## src/rtl/sap_cpu_core.sv

```systemverilog
// SAP-style accumulator CPU with internal program RAM, five micro-steps per instruction,
// carry/zero flags, conditional jumps and a registered output port.
module sap_cpu_core #(
    parameter int unsigned DATA_W = 8,
    parameter int unsigned ADDR_W = 4
) (
    input  logic              clk,
    input  logic              rst,
    input  logic              clk_en,
    input  logic              prog_mode,
    input  logic              prog_we,
    input  logic [ADDR_W-1:0] prog_addr,
    input  logic [DATA_W-1:0] prog_data,
    output logic [DATA_W-1:0] out_data,
    output logic              out_valid,
    output logic              halted,
    output logic [ADDR_W-1:0] pc_dbg,
    output logic [1:0]        flags_dbg
);

    localparam int unsigned DEPTH = 2 ** ADDR_W;

    localparam logic [3:0] OP_LDA = 4'h1;
    localparam logic [3:0] OP_ADD = 4'h2;
    localparam logic [3:0] OP_SUB = 4'h3;
    localparam logic [3:0] OP_STA = 4'h4;
    localparam logic [3:0] OP_LDI = 4'h5;
    localparam logic [3:0] OP_JMP = 4'h6;
    localparam logic [3:0] OP_JC  = 4'h7;
    localparam logic [3:0] OP_JZ  = 4'h8;
    localparam logic [3:0] OP_OUT = 4'hE;
    localparam logic [3:0] OP_HLT = 4'hF;

    typedef enum logic [2:0] {T0, T1, T2, T3, T4} step_t;

    step_t step_q, step_d;

    logic [ADDR_W-1:0] pc, mar;
    logic [DATA_W-1:0] ir, a, b;
    logic              c, z;
    logic [DATA_W-1:0] mem [DEPTH];

    logic              run;
    logic [3:0]        opcode;
    logic [ADDR_W-1:0] operand;
    logic [DATA_W-1:0] ram_rd;
    logic              is_sub;
    logic [DATA_W-1:0] b_op;
    logic [DATA_W:0]   alu_sum;

    assign run       = clk_en & ~prog_mode & ~halted;
    assign opcode    = ir[DATA_W-1 -: 4];
    assign operand   = ir[ADDR_W-1:0];
    assign ram_rd    = mem[mar];
    assign pc_dbg    = pc;
    assign flags_dbg = {c, z};

    // SUB is A + ~B + 1 so that carry-out doubles as "no borrow"
    always_comb begin
        is_sub  = (opcode == OP_SUB);
        b_op    = is_sub ? ~b : b;
        alu_sum = {1'b0, a} + {1'b0, b_op} + (DATA_W + 1)'(is_sub);
    end

    always_ff @(posedge clk or posedge rst) begin
        if (rst) step_q <= T0;
        else     step_q <= step_d;
    end

    // Micro-step sequencing; HLT parks the sequencer in T2
    always_comb begin
        step_d = step_q;
        if (prog_mode) begin
            step_d = T0;
        end else if (run) begin
            case (step_q)
                T0:      step_d = T1;
                T1:      step_d = T2;
                T2:      step_d = (opcode == OP_HLT) ? T2 : T3;
                T3:      step_d = T4;
                default: step_d = T0;
            endcase
        end
    end

    always_ff @(posedge clk or posedge rst) begin
        if (rst) begin
            pc        <= '0;
            mar       <= '0;
            ir        <= '0;
            a         <= '0;
            b         <= '0;
            c         <= 1'b0;
            z         <= 1'b0;
            out_data  <= '0;
            out_valid <= 1'b0;
            halted    <= 1'b0;
        end else begin
            out_valid <= 1'b0;
            if (prog_mode) begin
                pc     <= '0;
                halted <= 1'b0;
            end else if (run) begin
                case (step_q)
                    T0: mar <= pc;
                    T1: begin
                        ir <= ram_rd;
                        pc <= pc + ADDR_W'(1);
                    end
                    T2: begin
                        case (opcode)
                            OP_LDA, OP_ADD, OP_SUB, OP_STA: mar <= operand;
                            OP_LDI: a  <= DATA_W'(operand);
                            OP_JMP: pc <= operand;
                            OP_JC:  if (c) pc <= operand;
                            OP_JZ:  if (z) pc <= operand;
                            OP_OUT: begin
                                out_data  <= a;
                                out_valid <= 1'b1;
                            end
                            OP_HLT: halted <= 1'b1;
                            default: ;
                        endcase
                    end
                    T3: begin
                        case (opcode)
                            OP_LDA:         a <= ram_rd;
                            OP_ADD, OP_SUB: b <= ram_rd;
                            default: ;
                        endcase
                    end
                    T4: begin
                        if (opcode == OP_ADD || opcode == OP_SUB) begin
                            {c, a} <= alu_sum;
                            z      <= (alu_sum[DATA_W-1:0] == '0);
                        end
                    end
                    default: ;
                endcase
            end
        end
    end

    // RAM is deliberately not reset; rst blocks a pending STA write
    always_ff @(posedge clk) begin
        if (prog_mode) begin
            if (prog_we) mem[prog_addr] <= prog_data;
        end else if (!rst && run && step_q == T3 && opcode == OP_STA) begin
            mem[mar] <= a;
        end
    end

endmodule
```

## config.mk

```make
export PLATFORM = sky130hd
export DESIGN_NAME = sap_cpu_core
export DESIGN_NICKNAME = d
export VERILOG_FILES = /design/src/rtl/sap_cpu_core.sv
export SDC_FILE = /design/constraint.sdc
export NUM_CORES = 1
export LEC_CHECK = 0
export BUFFER_PORTS_ARGS = -buffer_cell sky130_fd_sc_hd__clkbuf_2
export CORE_ASPECT_RATIO = 1.75
export CORE_MARGIN = 1
export CORE_UTILIZATION = 34
export CTS_CLUSTER_DIAMETER = 50
export CTS_CLUSTER_SIZE = 16
export DETAILED_ROUTE_END_ITERATION = 16
export GPL_ROUTABILITY_DRIVEN = 0
export PLACE_DENSITY = 0.48
export SKIP_CTS_REPAIR_TIMING = 1
export SYNTH_ARGS = -nofsm -noshare
export SYNTH_HDL_FRONTEND = slang
export SYNTH_SLANG_ARGS = --single-unit
export TNS_END_PERCENT = 30
```

## constraint.sdc

```tcl
create_clock -name clk -period 4.15 [get_ports clk]
set_input_delay 0.83 -clock clk [delete_from_list [all_inputs] [get_ports clk]]
set_output_delay 0.83 -clock clk [all_outputs]
set_load 0.1 [all_outputs]
```

Yosys cells after proc, flatten, opt, wreduce, memory -nomap -nowiden
Memories as Yosys holds them, arrays and structs flattened.
Index checks and enable logic that the tools add are counted.
{"block": "word_totals", "input_bits": 17, "register_bits": 47, "memories": 1, "ramBits": 128, "out_inout_bits": 16}
{"name": "mem", "depth": 16, "width": 8, "read_ports": 1, "rd_clocked_by_memory_dff": 0, "write_ports": 1, "line": "41", "rtl": "logic [DATA_W-1:0] mem [DEPTH];"}
{"block": "classes", "n_mux": 34, "add_sub_neg": 3, "n_reduce_logical": 24, "bitwise_logic": 5, "eq_ne": 21}
{"operator": "2-to-1 mux 8 bit", "count": 5}
{"operator": "2-to-1 mux 4 bit", "count": 6}
{"operator": "one-hot mux 8 bit (3 select lines)", "count": 1}
{"operator": "equality test 4 x 3 -> 1 bit, second input constant", "count": 4}
{"operator": "2-to-1 mux 1 bit", "count": 16}
{"operator": "one-hot mux 4 bit (2 select lines)", "count": 2}
{"operator": "AND reduction 4 bit", "count": 4}
{"operator": "equality test 4 bit, second input constant", "count": 3}
{"operator": "one-hot mux 3 bit (4 select lines)", "count": 1}
{"operator": "one-hot mux 4 bit (3 select lines)", "count": 1}
{"operator": "adder 8 x 8 -> 9 bit", "count": 1}
{"operator": "adder 9 x 1 -> 9 bit", "count": 1}
{"operator": "equality test 4 x 2 -> 1 bit, second input constant", "count": 2}
{"operator": "logical NOT 8 bit", "count": 1}
{"operator": "inequality test 4 bit, second input constant", "count": 2}
{"operator": "inverter 8 bit", "count": 1}
{"operator": "nonzero test 2 bit", "count": 4}
{"operator": "OR reduction 8 bit", "count": 1}
{"operator": "equality test 3 x 2 -> 1 bit, second input constant", "count": 2}
{"operator": "2-to-1 mux 3 bit", "count": 2}
{"operator": "inequality test 2 x 1 -> 1 bit, second input constant", "count": 3}
{"operator": "AND reduction 3 bit", "count": 2}
{"operator": "AND reduction 6 bit", "count": 1}
{"operator": "nonzero test 3 bit", "count": 2}
{"operator": "other kinds (15)", "count": 19}

Longest topological paths before layout
Gate-level depths: netlist (run 1).
{"block": "logic_depth", "word_depth": 11, "depth_mapped": 12, "ltp_nobuf": 10}

Worst setup path after synthesis (run 1)
No wires, ideal clock.
{"block": "synth_timing", "path_kind": "reg-to-reg", "from": "register halted", "to": "memory mem[13][0], enable pin", "setup_slack_ns": 1.215, "t_arrival_ns": 2.564, "synth_period_minus_slack_ns": 2.935, "path_stages_with_launch": 8, "required_time_ns": 3.780, "setup_time_ns": 0.370, "path_cell_list": "dfrtp_1 > nand2b_1 > buf_2 > nor3_1 > nand4_1 > clkbuf_1 > o32a_1 > nor2_1"}
{"block": "synth_between", "elab_chain_len": 10, "word_cells_on_any_way": 11}
{"element": "start: declaration", "line": "16", "rtl": "output logic halted,"}
{"element": "start signal: assignment", "line": "97", "rtl": "halted <= 1'b0;"}
{"element": "start signal: assignment", "line": "102", "rtl": "halted <= 1'b0;"}
{"element": "start signal: assignment", "line": "121", "rtl": "OP_HLT: halted <= 1'b1;"}
{"element": "inverter 1 bit (*)", "line": "51", "rtl": "assign run = clk_en & ~prog_mode & ~halted;"}
{"element": "bitwise AND 1 bit (*)", "line": "51"}
{"element": "logical AND 1 bit (*) (3 in a row)", "line": "148", "rtl": "end else if (!rst && run && step_q == T3 && opcode == OP_STA) begin"}
{"element": "2-to-1 mux 1 bit (*)", "line": "148"}
{"element": "2-to-1 mux 1 bit (*)", "line": "146", "rtl": "if (prog_mode) begin"}
{"element": "2-to-1 mux 1 bit (not written as such) (*)", "line": "149", "rtl": "mem[mar] <= a;"}
{"element": "OR reduction 8 bit (no line)"}
{"element": "2-to-1 mux 4 bit (no line) / 2-to-1 mux 1 bit (equally long branches)"}
{"element": "end: declaration", "line": "41"}
Every way passes the cells marked *; elsewhere a longest branch is shown, timed or not.

Worst setup path in the final report (run 1)
{"block": "layout_timing", "from": "register ir[6]", "to": "register z"}
{"block": "layout_between", "elab_chain_len": 5, "word_cells_on_any_way": 8}
{"element": "start: declaration", "line": "39", "rtl": "logic [DATA_W-1:0] ir, a, b;"}
{"element": "start signal: assignment", "line": "107", "rtl": "ir <= ram_rd;"}
{"element": "equality test 4 x 2 -> 1 bit", "line": "60, 133"}
{"element": "2-to-1 mux 8 bit", "line": "61", "rtl": "b_op = is_sub ? ~b : b;"}
{"element": "adder 8 x 8 -> 9 bit", "line": "62", "rtl": "alu_sum = {1'b0, a} + {1'b0, b_op} + (DATA_W + 1)'(is_sub);"}
{"element": "adder 9 x 1 -> 9 bit", "line": "62"}
{"element": "logical NOT 8 bit", "line": "135", "rtl": "z <= (alu_sum[DATA_W-1:0] == '0);"}
{"element": "end signal: assignment", "line": "135"}
{"element": "end: declaration", "line": "40", "rtl": "logic c, z;"}
Parallel ways exist; a longest one is shown, timed or not.
A chain may end at the register's enable or synchronous reset.

==> results of run 1 <==
-- power by group --
part / internal [mW] / switching, mW
clock network: 0.894 / 0.691
registers: 1.97 / 0.155
logic: 0.343 / 0.403
total: 3.20 / 1.25
-- flip-flops by register name, summed over array words and instances, names as in the netlist --
signal and flops:
a 8, b 8, c 1, halted 1, ir 8, mar 4, mem 128, out_data 8
out_valid 1, pc_dbg 4, step_q 3, z 1
-- per-stage QoR --
stage,cells,util,setup WS [ns]
floorplan,499,-,1.22
global placement,814,0.369,0.760
detailed placement,814,0.369,0.708
CTS,846,0.396,0.686
global route,846,0.396,0.441
finish,846,0.396,0.692
-- final timing paths --
path | startpoint | to | slack (ns) | cells after the start
setup / recovery | ir[6]$_DFFE_PP0P_ | z$_DFFE_PP0P_ | 0.69 | 9
setup reg to reg | ir[6]$_DFFE_PP0P_ | z$_DFFE_PP0P_ | 0.69 | 9
max in group asynchronous | rst | mar[0]$_DFFE_PP0P_ | 2.81 | 2
min in group asynchronous | rst | step_q[1]$_DFFE_PP0P_ | 0.65 | 2
hold / removal | out_data[7]$_DFFE_PP0P_ | out_data[7]$_DFFE_PP0P_ | 0.48 | 2
hold reg to reg | out_data[7]$_DFFE_PP0P_ | out_data[7]$_DFFE_PP0P_ | 0.48 | 2
-- synth_stat cells (3+ instances only) --
cell type  number  share of area
edfxtp_1      128           0.50
dfrtp_1        47           0.15
nand2_1        43          0.021
nor2_1         39          0.019
mux4_2         36           0.10
mux2_2         23          0.033
a21oi_1        17          0.011
clkbuf_1       12         0.0058
inv_1          12         0.0058
o21ai_0        10         0.0065
xnor2_1        10          0.011
a22oi_1         8         0.0077
ha_1            8          0.013
o21ai_1         7         0.0045
buf_2           5         0.0032
mux2i_1         5         0.0065
nand3_1         5         0.0032
nor2b_1         5         0.0040
nor3b_1         5         0.0048
a31oi_1         4         0.0032
buf_4           4         0.0039
nand2b_1        4         0.0032
nand3b_1        4         0.0039
nor3_1          4         0.0026
xor2_1          4         0.0045
a211oi_1        3         0.0029
and2_1          3         0.0024
mux4_1          3          0.010
nand4_1         3         0.0024
o21a_1          3         0.0029
-- worst register-to-register path, stage by stage (launching register included) --
cell and delay, ns:
dfrtp_1 0.48, nand4bb_1 0.66, xnor2_1 0.45, inv_1 0.10, fa_1 0.44, nor2b_1 0.18
o31a_1 0.18, a21oi_1 0.07, or4_1 0.53, o41ai_1 0.26
-- kinds of logic (layout without fill, tap and decap cells) --
group,Yosys count,in the layout,share of synthesized area
compound gates,71,71,0.0628
xor+xnor,14,14,0.0158
fa+ha+maj,9,9,0.0155
buf+inv,39,90,0.0271
flops,175,175,0.648
mux,67,67,0.155
simple gates,124,124,0.0764
-- area by class of cell --
| type | count | area, sq um |
|---|---|---|
| Tap cell | 296 | 370 |
| Clock buffer | 17 | 425 |
| Multi-Input combinational cell | 285 | 2520 |
| Fill cell | 2096 | 13500 |
| Timing Repair Buffer | 45 | 258 |
| Sequential cell | 175 | 5020 |
| Clock inverter | 15 | 158 |
| Inverter | 13 | 48.8 |
-- per-layer routing --
layer / GRT usage / up-vias / wire, um
li1: - / 2002 / -
met1: 0.185 / 2246 / 6820
met2: 0.355 / 95 / 11600
met3: 0.0253 / 18 / 473
met4: 0.0481 / 0 / 257
met5: 0 / - / 0
-- placed cells by master (no fill, tap or decap), types with 10 or more instances in the layout --
| cell | Yosys | final |
|---|---|---|
| inv_1 | 12 | 11 |
| dfrtp_1 | 47 | 46 |
| o21ai_0 | 10 | 10 |
| mux2_2 | 23 | 23 |
| nor2_1 | 39 | 39 |
| clkbuf_2 | 0 | 32 |
| xnor2_1 | 10 | 10 |
| edfxtp_1 | 128 | 128 |
| clkbuf_16 | 0 | 17 |
| a21oi_1 | 17 | 17 |
| buf_4 | 4 | 13 |
| mux4_2 | 36 | 36 |
| nand2_1 | 43 | 43 |
==> impl_metrics.toml, run 1 <==
[floorplan]
fp.dieArea_sq_mm = 0.0234
num_io_pins = 33
core_area_sq_mm = 0.0223
rows = 72
initial_core_util = 0.348
die_width_um = 116
die_h_um = 202

[clock_tree]
h-tree-depth = 4
clkSinkCount = 175
path_clk_slew_ns = 0.07
numCtsBuffers = 17
cts_root_buf = "clkbuf_16"
cts_tree = "done"
clk_latency_ns = 0.43
cts_buffer_depth = 2

[power]
leakagePower_nw = 3.15
power.density_mw_per_mm2 = 506
irDropWorstVdd_v = 0.000275
total_power_mw = 4.45

[route]
ant_nets = 0
drt-wirelength-per-cell_um = 22.7
routed_wl_um = 19200
vias_per_cell = 5.15
vias = 4361
drt-pass1-iter-count = 5
drc = 0
drt-initial-drc-count = 293

[setup_path]
crit_family = "simple AND/OR/NAND/NOR gates"
worstPathRequired_ns = 4.46
crit_buf_inv = 1
worst_setup_path_start_kind = "register"
critPathSlowestCell = "nand4bb_1"
end_kind = "register"
crit_chain = "nand4bb_1, xnor2_1, inv_1, fa_1, nor2b_1, o31a_1, a21oi_1, or4_1, o41ai_1"
path_class = "reg -> reg"
path_max_fanout = 10
arrival_ns = 3.77
crit_path_max_incr_delay_ns = 0.66

[sta]
min_period_over_period = 0.833
rsz0062_at_grt = "no"
worst_pin_slew_ns = 1.18
fmax_ghz = 0.289
holdWs_ns = 0.478
maxSlewViolCount = 0
min_period_ns = 3.46
setup_tns_ns = 0
skew_ns = 0.0155
finalHoldViolCount = 0
setup_viol = 0
max_slew_margin = 0.217

[placement]
dpl_cell_area_sq_mm = 0.00822
portBuffers = 32
dp_hpwl_um = 14100

[synth]
yosysSeqAreaShare = 0.648
synth_edf_count = 128
yosysWarnings = 0
syn_avg_cell_area_sq_um = 15.5
syn-instance-count = 499
synth_cell_types = 58
synthFlopType = "edfxtp_1"
synth_nets = 525
yosys_register_bits = 175
synth-async-reset-ratio = 0.269
synth_area_sq_mm = 0.00775

[grt]
grtUsageTotal = 0.178
grt_first_pass_wirelength_um = 29500
grt_pass1_vias = 4608
grt_overflow = 0
antenna_found_initial = 0
grt_max_degree = 48

[run]
cap_violations = 0

[cells_and_area]
drive_gt1_frac = 0.255
nets = 563
antenna_cells = 0
areaGrowthSynthToFinish_pct = 13.6
final_cell_area_sq_mm = 0.00880

[min_path]
hold_path_class = "reg -> reg"

[outcome]
status = "complete, no violations"
Note: power is estimated with default switching activity, not from simulation.
==> run 2: changes to the inputs <==
--- a/config.mk
+++ b/config.mk
@@ -5,6 +5,7 @@
 export SDC_FILE = /design/constraint.sdc
 export NUM_CORES = 1
 export LEC_CHECK = 0
+export ABC_AREA = 1
 export BUFFER_PORTS_ARGS = -buffer_cell sky130_fd_sc_hd__clkbuf_2
 export CORE_ASPECT_RATIO = 1.75
 export CORE_MARGIN = 1
@@ -13,7 +14,7 @@
 export CTS_CLUSTER_SIZE = 16
 export DETAILED_ROUTE_END_ITERATION = 16
 export GPL_ROUTABILITY_DRIVEN = 0
-export PLACE_DENSITY = 0.48
+export PLACE_DENSITY = 0.5
 export SKIP_CTS_REPAIR_TIMING = 1
 export SYNTH_ARGS = -nofsm -noshare
 export SYNTH_HDL_FRONTEND = slang
==> constraint.sdc (replaced) <==
create_clock -name clk -period 2.9 [get_ports clk]
set_input_delay 0.58 -clock clk [delete_from_list [all_inputs] [get_ports clk]]
set_output_delay 0.58 -clock clk [all_outputs]
set_load 0.1 [all_outputs]
==> run 2 against run 1 <==
Cell count grew 41%; setup slack got worse by 0.28 ns; sequential power rose by 42%; via count rose by 33%; worst hold slack got worse by 0.37 ns; first-iteration DRC count increased by 24%; critical path depth increased by 5; critical path type unchanged; highest routed layer unchanged.
==> impl_metrics.toml, run 2 <==
[power]
leakagePower_nw = 3.82
total_power_mw = 8.20
combinationalPowerShare = 0.323
switching_share = 0.360
switching_power_mw = 2.95
seq_power_share = 0.367
irDropWorstVdd_v = 0.000411
p_clk_frac = 0.310
power.density_mw_per_mm2 = 868
p_int_mw = 5.25

[synth]
synth_cell_types = 43
synth_top_area_share = 0.474
yosysWarnings = 0
netlist_top_cells_count = "133 x nand2_1, 131 x nor2_1, 128 x edfxtp_1"
synthFlopType = "edfxtp_1"
yosysSeqAreaShare = 0.619
synth_largest_area_cell = "edfxtp_1"
yosys.cell_count.top_type = "nand2_1"
synth-async-reset-ratio = 0.269
synth_area_sq_mm = 0.00811
syn_avg_cell_area_sq_um = 9.91
syn-instance-count = 819
yosys_register_bits = 175
synthTopCellsByArea = "edfxtp_1 47%, dfrtp_1 14%, nand2_1 6.2%"
synth_edf_count = 128
synth_nets = 845

[sta]
min_period_over_period = 0.858
worst_pin_slew_ns = 0.742
max_slew_margin = 0.502
holdWs_ns = 0.110
setup_viol = 0
rsz0062_at_grt = "no"
maxSlewViolCount = 0
setup_tns_ns = 0
finalHoldViolCount = 0
fmax_ghz = 0.402
min_period_ns = 2.49
skew_ns = 0.00936

[cells_and_area]
antenna_cells = 0
drive_gt1_frac = 0.145
largest_register = "mem"
layout_common_cells = "133 x nand2_1, 131 x nor2_1, 128 x edfxtp_1"
final_common_cell = "nand2_1"
layout.cells.non_filler = 1189
final_cell_area_sq_mm = 0.00945
fill_cells = 2278
nets = 899
regArea_sq_mm = 0.00502
multi_input_area_sq_mm = 0.00261
areaGrowthSynthToFinish_pct = 16.4
largest_reg_flops = 128

[floorplan]
die_width_um = 119
initial_core_util = 0.346
core_area_sq_mm = 0.0234
num_io_pins = 33
fp.dieArea_sq_mm = 0.0245
die_h_um = 206
rows = 74

[clock_tree]
h-tree-depth = 4
clkSinkCount = 175
cts_root_buf = "clkbuf_16"
clk_latency_ns = 0.44
path_clk_slew_ns = 0.07
numCtsBuffers = 17
cts_buffer_depth = 2
cts_tree = "done"

[grt]
grtUsageTotal = 0.187
grt_pass1_vias = 5925
grt_max_degree = 75
grt_first_pass_wirelength_um = 33400
antenna_found_initial = 0
grt_overflow = 0

[run]
cap_violations = 0

[route]
drt-wirelength-per-cell_um = 18.0
ant_nets = 0
vias = 5797
routed_wl_um = 21400
drc = 0
drt-pass1-iter-count = 5
vias_per_cell = 4.88
drt-initial-drc-count = 362

[setup_path]
worst_path_most_repeated_cell = "nor2_1"
path_class = "reg -> reg"
worst_setup_path_start_kind = "register"
worstPathRequired_ns = 3.24
end_kind = "register"
path_max_fanout = 8
crit_chain = "nor2_1, nand2_2, xor2_1, inv_1, fa_1, or2_2, nand3_1, nor2_1, nand2_1, nor2_1, nand2_1, nor2_1, nand3_1, nand2_1"
critPathSlowestCell = "fa_1"
arrival_ns = 2.82
crit_family = "simple AND/OR/NAND/NOR gates"
crit_buf_inv = 1
crit_path_max_incr_delay_ns = 0.43

[outcome]
status = "complete, no violations"

[min_path]
hold_path_class = "in -> async"

[placement]
portBuffers = 32
dp_hpwl_um = 14800
place_inst = 1158
dpl_cell_area_sq_mm = 0.00880
[run 2: cell count changes in the layout (fill, tap and decap cells not counted), sizes merged, moves of 8 or more]
cell    change
nand3      +54
a21oi      +16
nor2       +95
inv        +66
mux4       -39
o21ai      +84
a22oi       -8
xnor2       -9
mux2       -22
nand2      +96
o211ai     +18
buf        +23
[run 2: metal layers]
layer / vias to the layer above / track usage / wire [um]
met4: 0 / 0.0873 / 658
met2: 81 / 0.369 / 12300
met3: 39 / 0.0304 / 396
met5: - / 0 / 0
li1: 2873 / - / -
met1: 2804 / 0.187 / 8060
[run 2: worst paths after layout]
check                                         from                       to  slack (ns)  cells past startpoint
min reg2reg                out_data[6]$_DFFE_PP0P_  out_data[6]$_DFFE_PP0P_        0.48                      2
min in group clk           out_data[6]$_DFFE_PP0P_  out_data[6]$_DFFE_PP0P_        0.48                      2
max                              ir[6]$_DFFE_PP0P_            z$_DFFE_PP0P_        0.41                     14
max in group asynchronous                      rst  out_data[0]$_DFFE_PP0P_        2.01                      3
max reg2reg                      ir[6]$_DFFE_PP0P_            z$_DFFE_PP0P_        0.41                     14
min                                            rst       mar[2]$_DFFE_PP0P_        0.11                      2
[run 2: cells by family after synthesis]
logic type | share of synthesized area
buffers and inverters | 0.0600
and+or+nand+nor | 0.185
DFF | 0.619
adders and majority gates | 0.0148
muxes | 0.00139
AOI/OAI and AO/OA | 0.110
xor gates and xnor gates | 0.00972
[run 2: cell type report]
type / instances / area share
clock buffers: 18 / 0.0454
clock inverters: 13 / 0.0232
inverters: 86 / 0.0342
multi-input cells: 525 / 0.276
flip-flops and latches: 175 / 0.531
well taps: 304 / 0.0403
repair buffers: 68 / 0.0495
[run 2: power by group through the flow]
stage                     Clock (mW)  Sequential, mW  Combinational [mW]
after floorplan                    0            3.17                1.73
after global placement             0            3.06                2.67
after detailed placement           0            3.06                2.67
after CTS                       2.59            3.01                2.68
after global routing            2.67            3.03                2.97
final                           2.54            3.01                2.65
[run 2: stage by stage]
step           utilization  setup slack, ns
3_5_place_dp         0.376            0.439
2_1_floorplan            -            0.275
5_1_grt              0.403            0.198
6_report             0.403            0.413
4_1_cts              0.403            0.422
3_3_place_gp         0.376            0.483
==> run 3: changes to the inputs <==
--- a/config.mk
+++ b/config.mk
@@ -10,11 +10,10 @@
 export CORE_ASPECT_RATIO = 1.75
 export CORE_MARGIN = 1
 export CORE_UTILIZATION = 34
-export CTS_CLUSTER_DIAMETER = 50
 export CTS_CLUSTER_SIZE = 16
 export DETAILED_ROUTE_END_ITERATION = 16
 export GPL_ROUTABILITY_DRIVEN = 0
-export PLACE_DENSITY = 0.5
+export PLACE_DENSITY = 0.58
 export SKIP_CTS_REPAIR_TIMING = 1
 export SYNTH_ARGS = -nofsm -noshare
 export SYNTH_HDL_FRONTEND = slang
==> run 3 against run 2 <==
Wire length fell by 3.4%; design area fell by 1.3%; clock power decreased by 13%; setup slack lost 0.018 ns; core utilization is 0.51 points lower; register-to-register slack got worse by 0.02 ns; sequential share of layout area increased by 0.68 points; combinational power barely moved; critical endpoint is now a[6]$_DFFE_PP0P_; maximum frequency down 0.72%; global-route usage fell by 0.93 points.
==> impl_metrics.toml, run 3 (same netlist as run 2, synthesis figures left out) <==
[clock_tree]
h-tree-depth = 4
path_clk_slew_ns = 0.07
clkSinkCount = 175
numCtsBuffers = 17
cts_tree = "done"
cts_buffer_depth = 2
clk_latency_ns = 0.43
cts_root_buf = "clkbuf_16"

[cells_and_area]
nets = 898
layout_common_cells = "133 x nand2_1, 131 x nor2_1, 128 x edfxtp_1"
drive_gt1_frac = 0.148
multi_input_area_sq_mm = 0.00261
final_common_cell = "nand2_1"
largest_register = "mem"
antenna_cells = 0
final_core_util = 0.398
largest_reg_flops = 128
fill_cells = 2294
regArea_sq_mm = 0.00502
areaGrowthSynthToFinish_pct = 15.0

[route]
vias = 5899
drt-initial-drc-count = 401
drt-wirelength-per-cell_um = 17.4
drc = 0
vias_per_cell = 4.96
routed_wl_um = 20600
top_layer = "met4"
dr_wl_met2_um = 11400
wl_met3_um = 598
ant_nets = 0
drt-pass1-iter-count = 5
met1Wirelength_um = 7580

[floorplan]
num_io_pins = 33
rows = 74
fp.dieArea_sq_mm = 0.0245
core_area_sq_mm = 0.0234
initial_core_util = 0.346
die_width_um = 119
die_h_um = 206

[outcome]
status = "complete, no violations"

[grt]
grtUsageTotal = 0.177
grt_pass1_vias = 5874
antenna_found_initial = 0
grt_first_pass_wirelength_um = 32000
grt_overflow = 0
grt_max_degree = 75

[power]
power.density_mw_per_mm2 = 839
leakagePower_nw = 3.77
irDropWorstVdd_v = 0.000453

[sta]
rsz0062_at_grt = "no"
min_period_over_period = 0.864
setup_tns_ns = 0
setup_viol = 0
maxSlewViolCount = 0
max_slew_margin = 0.291
holdWs_ns = 0.180
finalHoldViolCount = 0
skew_ns = 0.0105
min_period_ns = 2.51
fmax_ghz = 0.399
worst_pin_slew_ns = 1.06

[placement]
portBuffers = 32
dp_hpwl_um = 14400

[run]
cap_violations = 0

[setup_path]
path_class = "reg -> reg"
worst_setup_path_start_kind = "register"
arrival_ns = 2.83
path_max_fanout = 8
end_kind = "register"
reg2regPathDepth = 13
worstPathRequired_ns = 3.23

[min_path]
hold_path_class = "in -> async"
run 3: cell count changes in the layout (fill, tap and decap cells not counted), sizes merged:
cell      change
inv           +6
buf           -1
clkinv        -1
bufinv        -5
clkbuf        -1
clkinvlp      +2
run 3: final cells by class:
cell class / count / area share
multi-input combinational: 525 / 0.280
clock inverter: 15 / 0.0146
tap: 304 / 0.0408
clock buffer: 17 / 0.0456
timing repair buffer: 67 / 0.0467
sequential: 175 / 0.538
inverter: 86 / 0.0346
run 3: layer usage:
layer,track usage,vias to the layer above
li1,-,2875
met1,0.176,2841
met2,0.341,139
met3,0.0235,44
met4,0.117,0
met5,0,-
run 3: path summary, 6_finish.rpt:
kind | start | to | slack [ns]
max | ir[6]$_DFFE_PP0P_ | a[6]$_DFFE_PP0P_ | 0.39
min reg2reg | out_data[6]$_DFFE_PP0P_ | out_data[6]$_DFFE_PP0P_ | 0.48
min in group clk | out_data[6]$_DFFE_PP0P_ | out_data[6]$_DFFE_PP0P_ | 0.48
max reg2reg | ir[6]$_DFFE_PP0P_ | a[6]$_DFFE_PP0P_ | 0.39
max in group asynchronous | rst | out_valid$_DFF_PP0_ | 2.12
min | rst | halted$_DFFE_PP0P_ | 0.18
run 3: where the power goes:
group / internal (mW) / leakage (nW) / switching, mW
clock network: 1.19 / 0.269 / 1.00
registers: 2.86 / 1.74 / 0.132
logic: 0.768 / 1.76 / 1.87
run 3: critical path, stage by stage (launching register included):
cell and delay (ns):
dfrtp_1 0.42, nor2_1 0.21, nand2_2 0.23, xor2_1 0.31, ha_1 0.35, nand2_1 0.11, inv_1 0.04, nand4_1 0.06
o211ai_1 0.13, or2_2 0.31, nand3_1 0.08, nand2_1 0.06, nand2_1 0.06, nand2_1 0.05
run 3: through the flow:
step	setup slack [ns]	cell area (sq um)	cells	power [mW]
after global routing	0.156	9330	1189	8.28
final	0.394	9330	1189	7.83
after CTS	0.376	9330	1189	7.89
after floorplan	0.275	8110	819	4.89
after global placement	0.420	8770	1157	5.67
after detailed placement	0.385	8770	1157	5.68
